File: src/rtl/multi_cycle_processor.sv
// multi_cycle_processor: multi-cycle core with 16-bit instructions, 8-entry register file and handshaked instruction/data ports
module multi_cycle_processor #(
    parameter int DATA_W = 8,
    parameter int ADDR_W = 8
) (
    input  logic              CLK,
    input  logic              RST_N,
    output logic              imem_req,
    output logic [ADDR_W-1:0] imem_addr,
    input  logic [15:0]       imem_rdata,
    input  logic              imem_ack,
    output logic              dmem_req,
    output logic              dmem_we,
    output logic [ADDR_W-1:0] dmem_addr,
    output logic [DATA_W-1:0] dmem_wdata,
    input  logic [DATA_W-1:0] dmem_rdata,
    input  logic              dmem_ack,
    output logic [DATA_W-1:0] result,
    output logic              retire,
    output logic              halted,
    output logic              illegal
);
    typedef enum logic [2:0] {FETCH, DECODE, EXEC, MEM, WB, HALT} state_t;
    state_t state_q, state_d;
    logic [ADDR_W-1:0] pc_q, pc_d, dmem_addr_q, dmem_addr_d;
    logic [15:0] ir_q, ir_d;
    logic [DATA_W-1:0] rs1_q, rs1_d, rs2_q, rs2_d, rdv_q, rdv_d, wb_q, wb_d;
    logic [DATA_W-1:0] dmem_wdata_q, dmem_wdata_d, result_q, result_d, alu;
    logic [DATA_W-1:0] rf_q [8];
    logic [DATA_W-1:0] rf_d [8];
    logic imem_req_q, imem_req_d, dmem_req_q, dmem_req_d, dmem_we_q, dmem_we_d;
    logic retire_q, retire_d, halted_q, halted_d, illegal_q, illegal_d;
    logic [3:0] op;
    logic [2:0] rd;
    logic [DATA_W-1:0] imm3_d;
    logic [ADDR_W-1:0] imm3_a, imm9_a, pc_inc;
    assign op = ir_q[15:12];
    assign rd = ir_q[8:6];
    assign imm3_d = DATA_W'($signed(ir_q[2:0]));
    assign imm3_a = ADDR_W'($signed(ir_q[2:0]));
    assign imm9_a = ADDR_W'($signed(ir_q[8:0]));
    assign pc_inc = pc_q + ADDR_W'(1);
    assign imem_req = imem_req_q;
    assign imem_addr = pc_q;
    assign dmem_req = dmem_req_q;
    assign dmem_we = dmem_we_q;
    assign dmem_addr = dmem_addr_q;
    assign dmem_wdata = dmem_wdata_q;
    assign result = result_q;
    assign retire = retire_q;
    assign halted = halted_q;
    assign illegal = illegal_q;
    // R-type ALU on the operands latched in DECODE
    always_comb begin
        case (ir_q[11:9])
            3'd0: alu = rs1_q + rs2_q;
            3'd1: alu = rs1_q - rs2_q;
            3'd2: alu = rs1_q & rs2_q;
            3'd3: alu = rs1_q | rs2_q;
            3'd4: alu = rs1_q ^ rs2_q;
            3'd5: alu = DATA_W'(rs1_q < rs2_q);
            3'd6: alu = rs1_q << 1;
            default: alu = rs1_q >> 1;
        endcase
    end
    // next-state logic; request/status outputs follow the next state so they are registered
    always_comb begin
        state_d = state_q;
        pc_d = pc_q;
        ir_d = ir_q;
        rs1_d = rs1_q;
        rs2_d = rs2_q;
        rdv_d = rdv_q;
        wb_d = wb_q;
        rf_d = rf_q;
        dmem_addr_d = dmem_addr_q;
        dmem_we_d = dmem_we_q;
        dmem_wdata_d = dmem_wdata_q;
        result_d = result_q;
        illegal_d = illegal_q;
        retire_d = 1'b0;
        case (state_q)
            FETCH: if (imem_req_q && imem_ack) begin
                ir_d = imem_rdata;
                state_d = DECODE;
            end
            DECODE: begin
                rs1_d = rf_q[ir_q[5:3]];
                rs2_d = rf_q[ir_q[2:0]];
                rdv_d = rf_q[rd];
                state_d = EXEC;
            end
            EXEC: case (op)
                4'd0: begin
                    wb_d = alu;
                    state_d = WB;
                end
                4'd1: begin
                    wb_d = rs1_q + imm3_d;
                    state_d = WB;
                end
                4'd2, 4'd3: begin
                    dmem_addr_d = ADDR_W'(rs1_q) + imm3_a;
                    dmem_we_d = op[0];
                    dmem_wdata_d = rdv_q;
                    state_d = MEM;
                end
                4'd4: begin
                    pc_d = (rdv_q == rs1_q) ? pc_q + imm3_a : pc_inc;
                    retire_d = 1'b1;
                    state_d = FETCH;
                end
                4'd5: begin
                    pc_d = pc_q + imm9_a;
                    retire_d = 1'b1;
                    state_d = FETCH;
                end
                4'd6: state_d = HALT;
                default: begin
                    illegal_d = 1'b1;
                    pc_d = pc_inc;
                    retire_d = 1'b1;
                    state_d = FETCH;
                end
            endcase
            MEM: if (dmem_req_q && dmem_ack) begin
                wb_d = dmem_we_q ? wb_q : dmem_rdata;
                pc_d = dmem_we_q ? pc_inc : pc_q;
                retire_d = dmem_we_q;
                state_d = dmem_we_q ? FETCH : WB;
            end
            WB: begin
                if (rd != 3'd0) rf_d[rd] = wb_q;
                result_d = wb_q;
                pc_d = pc_inc;
                retire_d = 1'b1;
                state_d = FETCH;
            end
            default: ;
        endcase
        imem_req_d = state_d == FETCH;
        dmem_req_d = state_d == MEM;
        halted_d = state_d == HALT;
    end
    // state register with synchronous active-low reset; reset drops any outstanding request
    always_ff @(posedge CLK) begin
        if (!RST_N) begin
            state_q <= FETCH;
            pc_q <= '0;
            ir_q <= '0;
            rs1_q <= '0;
            rs2_q <= '0;
            rdv_q <= '0;
            wb_q <= '0;
            rf_q <= '{default: '0};
            dmem_addr_q <= '0;
            dmem_we_q <= 1'b0;
            dmem_wdata_q <= '0;
            result_q <= '0;
            imem_req_q <= 1'b0;
            dmem_req_q <= 1'b0;
            retire_q <= 1'b0;
            halted_q <= 1'b0;
            illegal_q <= 1'b0;
        end else begin
            state_q <= state_d;
            pc_q <= pc_d;
            ir_q <= ir_d;
            rs1_q <= rs1_d;
            rs2_q <= rs2_d;
            rdv_q <= rdv_d;
            wb_q <= wb_d;
            rf_q <= rf_d;
            dmem_addr_q <= dmem_addr_d;
            dmem_we_q <= dmem_we_d;
            dmem_wdata_q <= dmem_wdata_d;
            result_q <= result_d;
            imem_req_q <= imem_req_d;
            dmem_req_q <= dmem_req_d;
            retire_q <= retire_d;
            halted_q <= halted_d;
            illegal_q <= illegal_d;
        end
    end
endmodule

File: config.mk
export PLATFORM = sky130hd
export DESIGN_NAME = multi_cycle_processor
export DESIGN_NICKNAME = d
export VERILOG_FILES = /design/src/rtl/multi_cycle_processor.sv
export SDC_FILE = /design/constraint.sdc
export NUM_CORES = 1
export LEC_CHECK = 0
export ABC_CLOCK_PERIOD_IN_PS = 6300
export CORE_MARGIN = 5
export CORE_UTILIZATION = 45
export DETAILED_ROUTE_END_ITERATION = 10
export GPL_ROUTABILITY_DRIVEN = 0
export PLACE_DENSITY = 0.76
export SYNTH_ARGS = -nofsm -noshare
export SYNTH_HDL_FRONTEND = slang
export SYNTH_SLANG_ARGS = --single-unit
File: constraint.sdc
create_clock -name CLK -period 6.3 [get_ports CLK]
set_input_delay 0.63 -clock CLK [delete_from_list [all_inputs] [get_ports CLK]]
set_output_delay 0.63 -clock CLK [all_outputs]
set_load 0.005 [all_outputs]
After elaboration in Yosys (flattened, before gate mapping)
Index checks and enable logic that the tools add are counted.
Cells by class
  $add $sub $neg: 6
  $lt $le $gt $ge: 5
  equality and inequality tests: 24
  multiplexer cells: 30
  bitwise logic cells: 7
  reductions and logical operators: 20
Operators by type and width (number)
  8-bit 2-to-1 mux: 12
  8-bit binary-select mux with 3-bit select: 3
  64-bit bitwise mux: 1
  8-bit case mux with 7 select lines: 1
  8-bit case mux with 3 select lines: 2
  8-bit adder: 4
  8-bit case mux with 2 select lines: 2
  8-bit demux with 3-bit select: 1
  3-bit by 2-bit equality test with 1-bit output, second input constant: 5
  3-bit equality test, second input constant: 5
  3-bit case mux with 5 select lines: 1
  4-bit by 3-bit equality test with 1-bit output, second input constant: 3
  4-bit >= comparator, second input constant: 3
  3-bit inverter with 4-bit output: 3
  3-bit logical NOT: 3
  3-bit 2-to-1 mux: 3
  3-bit case mux with 3 select lines: 1
  8-bit by 1-bit adder with 8-bit output, second input constant: 1
  8-bit AND: 1
  4-bit by 2-bit equality test with 1-bit output, second input constant: 2
  8-bit equality test: 1
  8-bit < comparator: 1
  2-bit != test, second input constant: 4
  8-bit OR: 1
  18 further kinds: 28
Word-level totals
  register bits: 153
  output and inout bits: 38
  word-level logic and storage cells: 116

Longest topological paths before layout
  depth in word-level cells: 6
  mapped depth: 10

Least setup slack after synthesis
Ideal clock, no wire load.
  kind: register -> register
  from: register ir_q[1]
  to: register wb_q[6]
  arrival time: 2.532 ns
  required time: 6.222 ns
  setup slack: 3.690 ns
  stages on the path, launching flop included: 11
  cell sequence: dfxtp_1 > buf_2 > buf_1 > inv_1 > fa_1 > nand2b_1 > a2111oi_0 > a211oi_1 > o211ai_1 > nor3_1 > nor3_1
Between the ends
  longest elaborated chain between the ends: 3
Ends and longest elaborated chain
  start: declaration: line 26  | logic [15:0] ir_q, ir_d;
  start signal: assignment: line 168  | ir_q <= ir_d;
  8-bit adder: line 99  | wb_d = rs1_q + imm3_d;
  8-bit case mux with 2 select lines: line 93  | EXEC: case (op)
  8-bit case mux with 2 select lines: line 82  | case (state_q)
  end signal: assignment: line 172  | wb_q <= wb_d;
  end: declaration: line 27  | logic [DATA_W-1:0] rs1_q, rs1_d, rs2_q, rs2_d, rdv_q, rdv_d, wb_q, wb_d;
No other way between the ends.
A chain may end at the register's enable or synchronous reset.

Worst setup path in the final report
  from: register ir_q[2]
  to: register wb_q[6]
The elaborated chain is that of the path after synthesis.

==> impl_metrics.prom <==
# TYPE chip_impl_metric gauge
chip_impl_metric{name="areaGrowthSynthToFinish",unit="%"} 13.4
chip_impl_metric{name="wire_length_of_the_first_global_routing_pass",unit="um"} 42000
chip_impl_metric{name="gr_usage_total",unit=""} 0.215
chip_impl_metric{name="timing.max_cap.violations",unit=""} 0
chip_impl_info{name="cp-end-kind",value="register"} 1
chip_impl_metric{name="num_io_pins",unit=""} 66
chip_impl_metric{name="power.clock.fraction",unit=""} 0.433
chip_impl_metric{name="max-slew-margin-rel",unit=""} 0.249
chip_impl_metric{name="timing.final.setup_violations",unit=""} 0
chip_impl_metric{name="powerDensity",unit="mW/mm^2"} 218
chip_impl_metric{name="power_frac_seq",unit=""} 0.439
chip_impl_metric{name="syn-mean-instance-area",unit="um^2"} 8.77
chip_impl_metric{name="finalCritPeriodShare",unit=""} 0.496
chip_impl_metric{name="post_synth_inst_count",unit=""} 1090
chip_impl_metric{name="die_height",unit="um"} 156
chip_impl_metric{name="viasPerCell",unit=""} 5.96
chip_impl_metric{name="worst_case_vdd_ir_drop",unit="mV"} 0.194
chip_impl_metric{name="netSwitchingFraction",unit=""} 0.292
chip_impl_metric{name="finish.net_count",unit=""} 1176
chip_impl_metric{name="setup-tns-final",unit="ps"} 0
chip_impl_metric{name="starting_drc_count_in_detailed_routing",unit=""} 787
chip_impl_metric{name="htreeDepth",unit=""} 4
chip_impl_info{name="min-delay-path-class",value="register to register"} 1
chip_impl_metric{name="grt_max_degree",unit=""} 93
chip_impl_metric{name="overflow_left_after_global_routing",unit=""} 0
chip_impl_metric{name="cts_num_sinks",unit=""} 153
chip_impl_info{name="rsz_0062_raised_after_global_routing",value="false"} 1
chip_impl_metric{name="floorplan.initialDensity",unit=""} 0.456
chip_impl_metric{name="share_of_cells_above_drive_strength_1",unit=""} 0.101
chip_impl_info{name="cts_root_buf",value="sky130_fd_sc_hd__clkbuf_16"} 1
chip_impl_metric{name="drcViolationCount",unit=""} 0
chip_impl_metric{name="p_leak",unit="nW"} 3.93
chip_impl_metric{name="p_sw",unit="mW"} 0.692
chip_impl_metric{name="synth_edf_count",unit=""} 0
chip_impl_metric{name="first_global_vias",unit=""} 7986
chip_impl_metric{name="synthDistinctLibCells",unit=""} 75
chip_impl_metric{name="min_period",unit="ps"} 3120
chip_impl_metric{name="tightestPinTransition",unit="ps"} 1130
chip_impl_metric{name="finish.cell_count_without_fillers",unit=""} 1389
chip_impl_metric{name="internal_power",unit="mW"} 1.67
chip_impl_info{name="mostFrequentLayoutCells",value="sky130_fd_sc_hd__dfxtp_1 (153), sky130_fd_sc_hd__nand2_1 (136), sky130_fd_sc_hd__nor2_1 (99), sky130_fd_sc_hd__a21oi_1 (93), sky130_fd_sc_hd__mux2i_1 (74)"} 1
chip_impl_metric{name="insertedDiodeCount",unit=""} 0
chip_impl_metric{name="post_cts_hold_buffer_count",unit=""} 0
chip_impl_metric{name="chipWidth",unit="um"} 156
chip_impl_metric{name="power.combinational.fraction",unit=""} 0.128
chip_impl_metric{name="cts.reportedPaths.clkPinSlew",unit="ps"} 70
chip_impl_metric{name="synth.cell_area",unit="mm^2"} 0.00956
chip_impl_info{name="tritoncts",value="built"} 1
chip_impl_metric{name="port-buffer-count",unit=""} 65
chip_impl_metric{name="worst_hold_slack",unit="ps"} 453
chip_impl_metric{name="worst_ep_arrival_time",unit="ps"} 3430
chip_impl_metric{name="dp.cells",unit=""} 1357
chip_impl_metric{name="die_area",unit="mm^2"} 0.0243
chip_impl_info{name="cp-start-kind",value="register"} 1
chip_impl_metric{name="path_max_fanout",unit=""} 21
chip_impl_metric{name="layout_skew",unit="ps"} 10.7
chip_impl_metric{name="dr_total_vias",unit=""} 8284
chip_impl_metric{name="yosysSeqAreaShare",unit=""} 0.320
chip_impl_metric{name="clock_insertion_delay_worst_skew",unit="ps"} 440
chip_impl_metric{name="routed_wire_length_per_instance",unit="um"} 18.8
chip_impl_metric{name="required",unit="ps"} 6610
chip_impl_metric{name="ys_warn_count",unit=""} 0
chip_impl_metric{name="cts_buffer_depth",unit=""} 2
chip_impl_metric{name="cts-buffers-inserted",unit=""} 17
chip_impl_metric{name="synth_async_sr_flop_share",unit=""} 0
chip_impl_metric{name="ys_ff_latch",unit=""} 153
chip_impl_metric{name="detail_route.wirelength",unit="um"} 26100
chip_impl_metric{name="placeableCoreArea",unit="mm^2"} 0.0210
chip_impl_info{name="crit_type",value="register to register"} 1
chip_impl_metric{name="slew_violations",unit=""} 0
chip_impl_metric{name="finalHoldViolations",unit=""} 0
chip_impl_metric{name="fmax",unit="MHz"} 320
chip_impl_metric{name="hpwl_reported_at_the_end_of_detailed_placement",unit="um"} 18600
chip_impl_metric{name="postCtsResizedCells",unit=""} 0
chip_impl_metric{name="floorplan.rows",unit=""} 53
chip_impl_info{name="result_of_the_run",value="finished clean"} 1
chip_impl_info{name="most_common_cell_after_layout_fill_and_taps_aside",value="sky130_fd_sc_hd__dfxtp_1"} 1
chip_impl_metric{name="postCtsSetupRepairBufs",unit=""} 0
chip_impl_metric{name="antenna_violations_before_repair",unit=""} 0
chip_impl_info{name="synth-main-ff-cell",value="sky130_fd_sc_hd__dfxtp_1"} 1
chip_impl_metric{name="post_drt_antenna_nets",unit=""} 0
chip_impl_metric{name="synth_fp_nets",unit=""} 1165
chip_impl_metric{name="detail_route.first_pass.iterations",unit=""} 8
[layer usage]
| metal | vias up | wire [um] | share of wire | GRT usage |
|---|---|---|---|---|
| met1 | 3967 | 11200 | 0.43 | 0.290 |
| met2 | 319 | 11900 | 0.46 | 0.337 |
| met5 | - | 0 | 0 | 0 |
| met3 | 49 | 2230 | 0.085 | 0.0474 |
| li1 | 3949 | - | - | - |
| met4 | 0 | 723 | 0.028 | 0.0825 |
[metrics by stage]
step	util	setup WS [ps]	power (mW)	instance area [um^2]
global placement	0.490	3260	1.35	10300
finish	0.518	3180	2.37	10800
floorplan	-	3690	1.27	9560
global route	0.518	3050	2.45	10800
CTS	0.518	3220	2.37	10800
detailed placement	0.490	3220	1.36	10300
[critical path, cell delays in order (launching register included)]
cell	delay (ps)
sky130_fd_sc_hd__dfxtp_1	1070
sky130_fd_sc_hd__ha_1	430
sky130_fd_sc_hd__o21ai_0	230
sky130_fd_sc_hd__a2111oi_0	110
sky130_fd_sc_hd__a211oi_1	520
sky130_fd_sc_hd__o211ai_1	180
sky130_fd_sc_hd__nor3_1	340
sky130_fd_sc_hd__nor3_1	110
[logic make-up after synthesis]
logic type,after synthesis,synth area share
AOI/OAI and AO/OA,243,0.163
buffers and inverters,117,0.0525
DFF,153,0.320
xor gates and xnor gates,33,0.0302
muxes,126,0.186
adders and majority gates,47,0.0646
and+or+nand+nor,371,0.184
[sequential cells by signal (all words and copies together), names as in the netlist, 3 cells and up]
register,cells
rf_q,64
ir_q,16
dmem_addr,8
dmem_wdata,8
imem_addr,8
rdv_q,8
result,8
rs1_q,8
rs2_q,8
wb_q,8
state_q,3
[final timing paths]
kind                                      end          start  cells after the start  slack, ps
worst min register to register  dmem_wdata[7]  dmem_wdata[7]                      2        450
worst max-delay path                  wb_q[6]        ir_q[2]                      7       3180
worst min-delay path            dmem_wdata[7]  dmem_wdata[7]                      2        450
worst max register to register        wb_q[6]        ir_q[2]                      7       3180
[cell usage after synthesis (7+ instances only)]
library cell / count / area share
sky130_fd_sc_hd__dfxtp_1: 153 / 0.32
sky130_fd_sc_hd__nand2_1: 136 / 0.053
sky130_fd_sc_hd__nor2_1: 99 / 0.039
sky130_fd_sc_hd__a21oi_1: 93 / 0.049
sky130_fd_sc_hd__mux2i_1: 74 / 0.077
sky130_fd_sc_hd__clkbuf_1: 46 / 0.018
sky130_fd_sc_hd__ha_1: 43 / 0.056
sky130_fd_sc_hd__nand3_1: 43 / 0.023
sky130_fd_sc_hd__mux4_2: 40 / 0.094
sky130_fd_sc_hd__inv_1: 34 / 0.013
sky130_fd_sc_hd__o21ai_0: 33 / 0.017
sky130_fd_sc_hd__a211oi_1: 32 / 0.025
sky130_fd_sc_hd__buf_2: 25 / 0.013
sky130_fd_sc_hd__xnor2_1: 20 / 0.018
sky130_fd_sc_hd__nor2b_1: 13 / 0.0085
sky130_fd_sc_hd__nor3_1: 13 / 0.0068
sky130_fd_sc_hd__xor2_1: 13 / 0.012
sky130_fd_sc_hd__nand2b_1: 12 / 0.0079
sky130_fd_sc_hd__and2_1: 11 / 0.0072
sky130_fd_sc_hd__mux2_2: 11 / 0.013
sky130_fd_sc_hd__o211ai_1: 10 / 0.0079
sky130_fd_sc_hd__a31oi_1: 9 / 0.0059
sky130_fd_sc_hd__a22oi_1: 7 / 0.0055
sky130_fd_sc_hd__o21bai_1: 7 / 0.0055
[power by group through the flow]
stage | clock network (mW) | logic, mW | registers [mW]
after floorplan | 0 | 0.242 | 1.02
after global placement | 0 | 0.293 | 1.06
after detailed placement | 0 | 0.297 | 1.06
after CTS | 1.04 | 0.300 | 1.04
after global routing | 1.07 | 0.332 | 1.04
final | 1.02 | 0.303 | 1.04
[layout make-up]
type / count / area (um^2)
Fill cell: 1952 / 10100
Multi-Input combinational cell: 820 / 6000
Sequential cell: 153 / 3060
Timing Repair Buffer: 75 / 726
Clock buffer: 17 / 425
Tap cell: 275 / 344
Clock inverter: 15 / 156
Inverter: 34 / 130
Power figures use the tool's default switching activity.
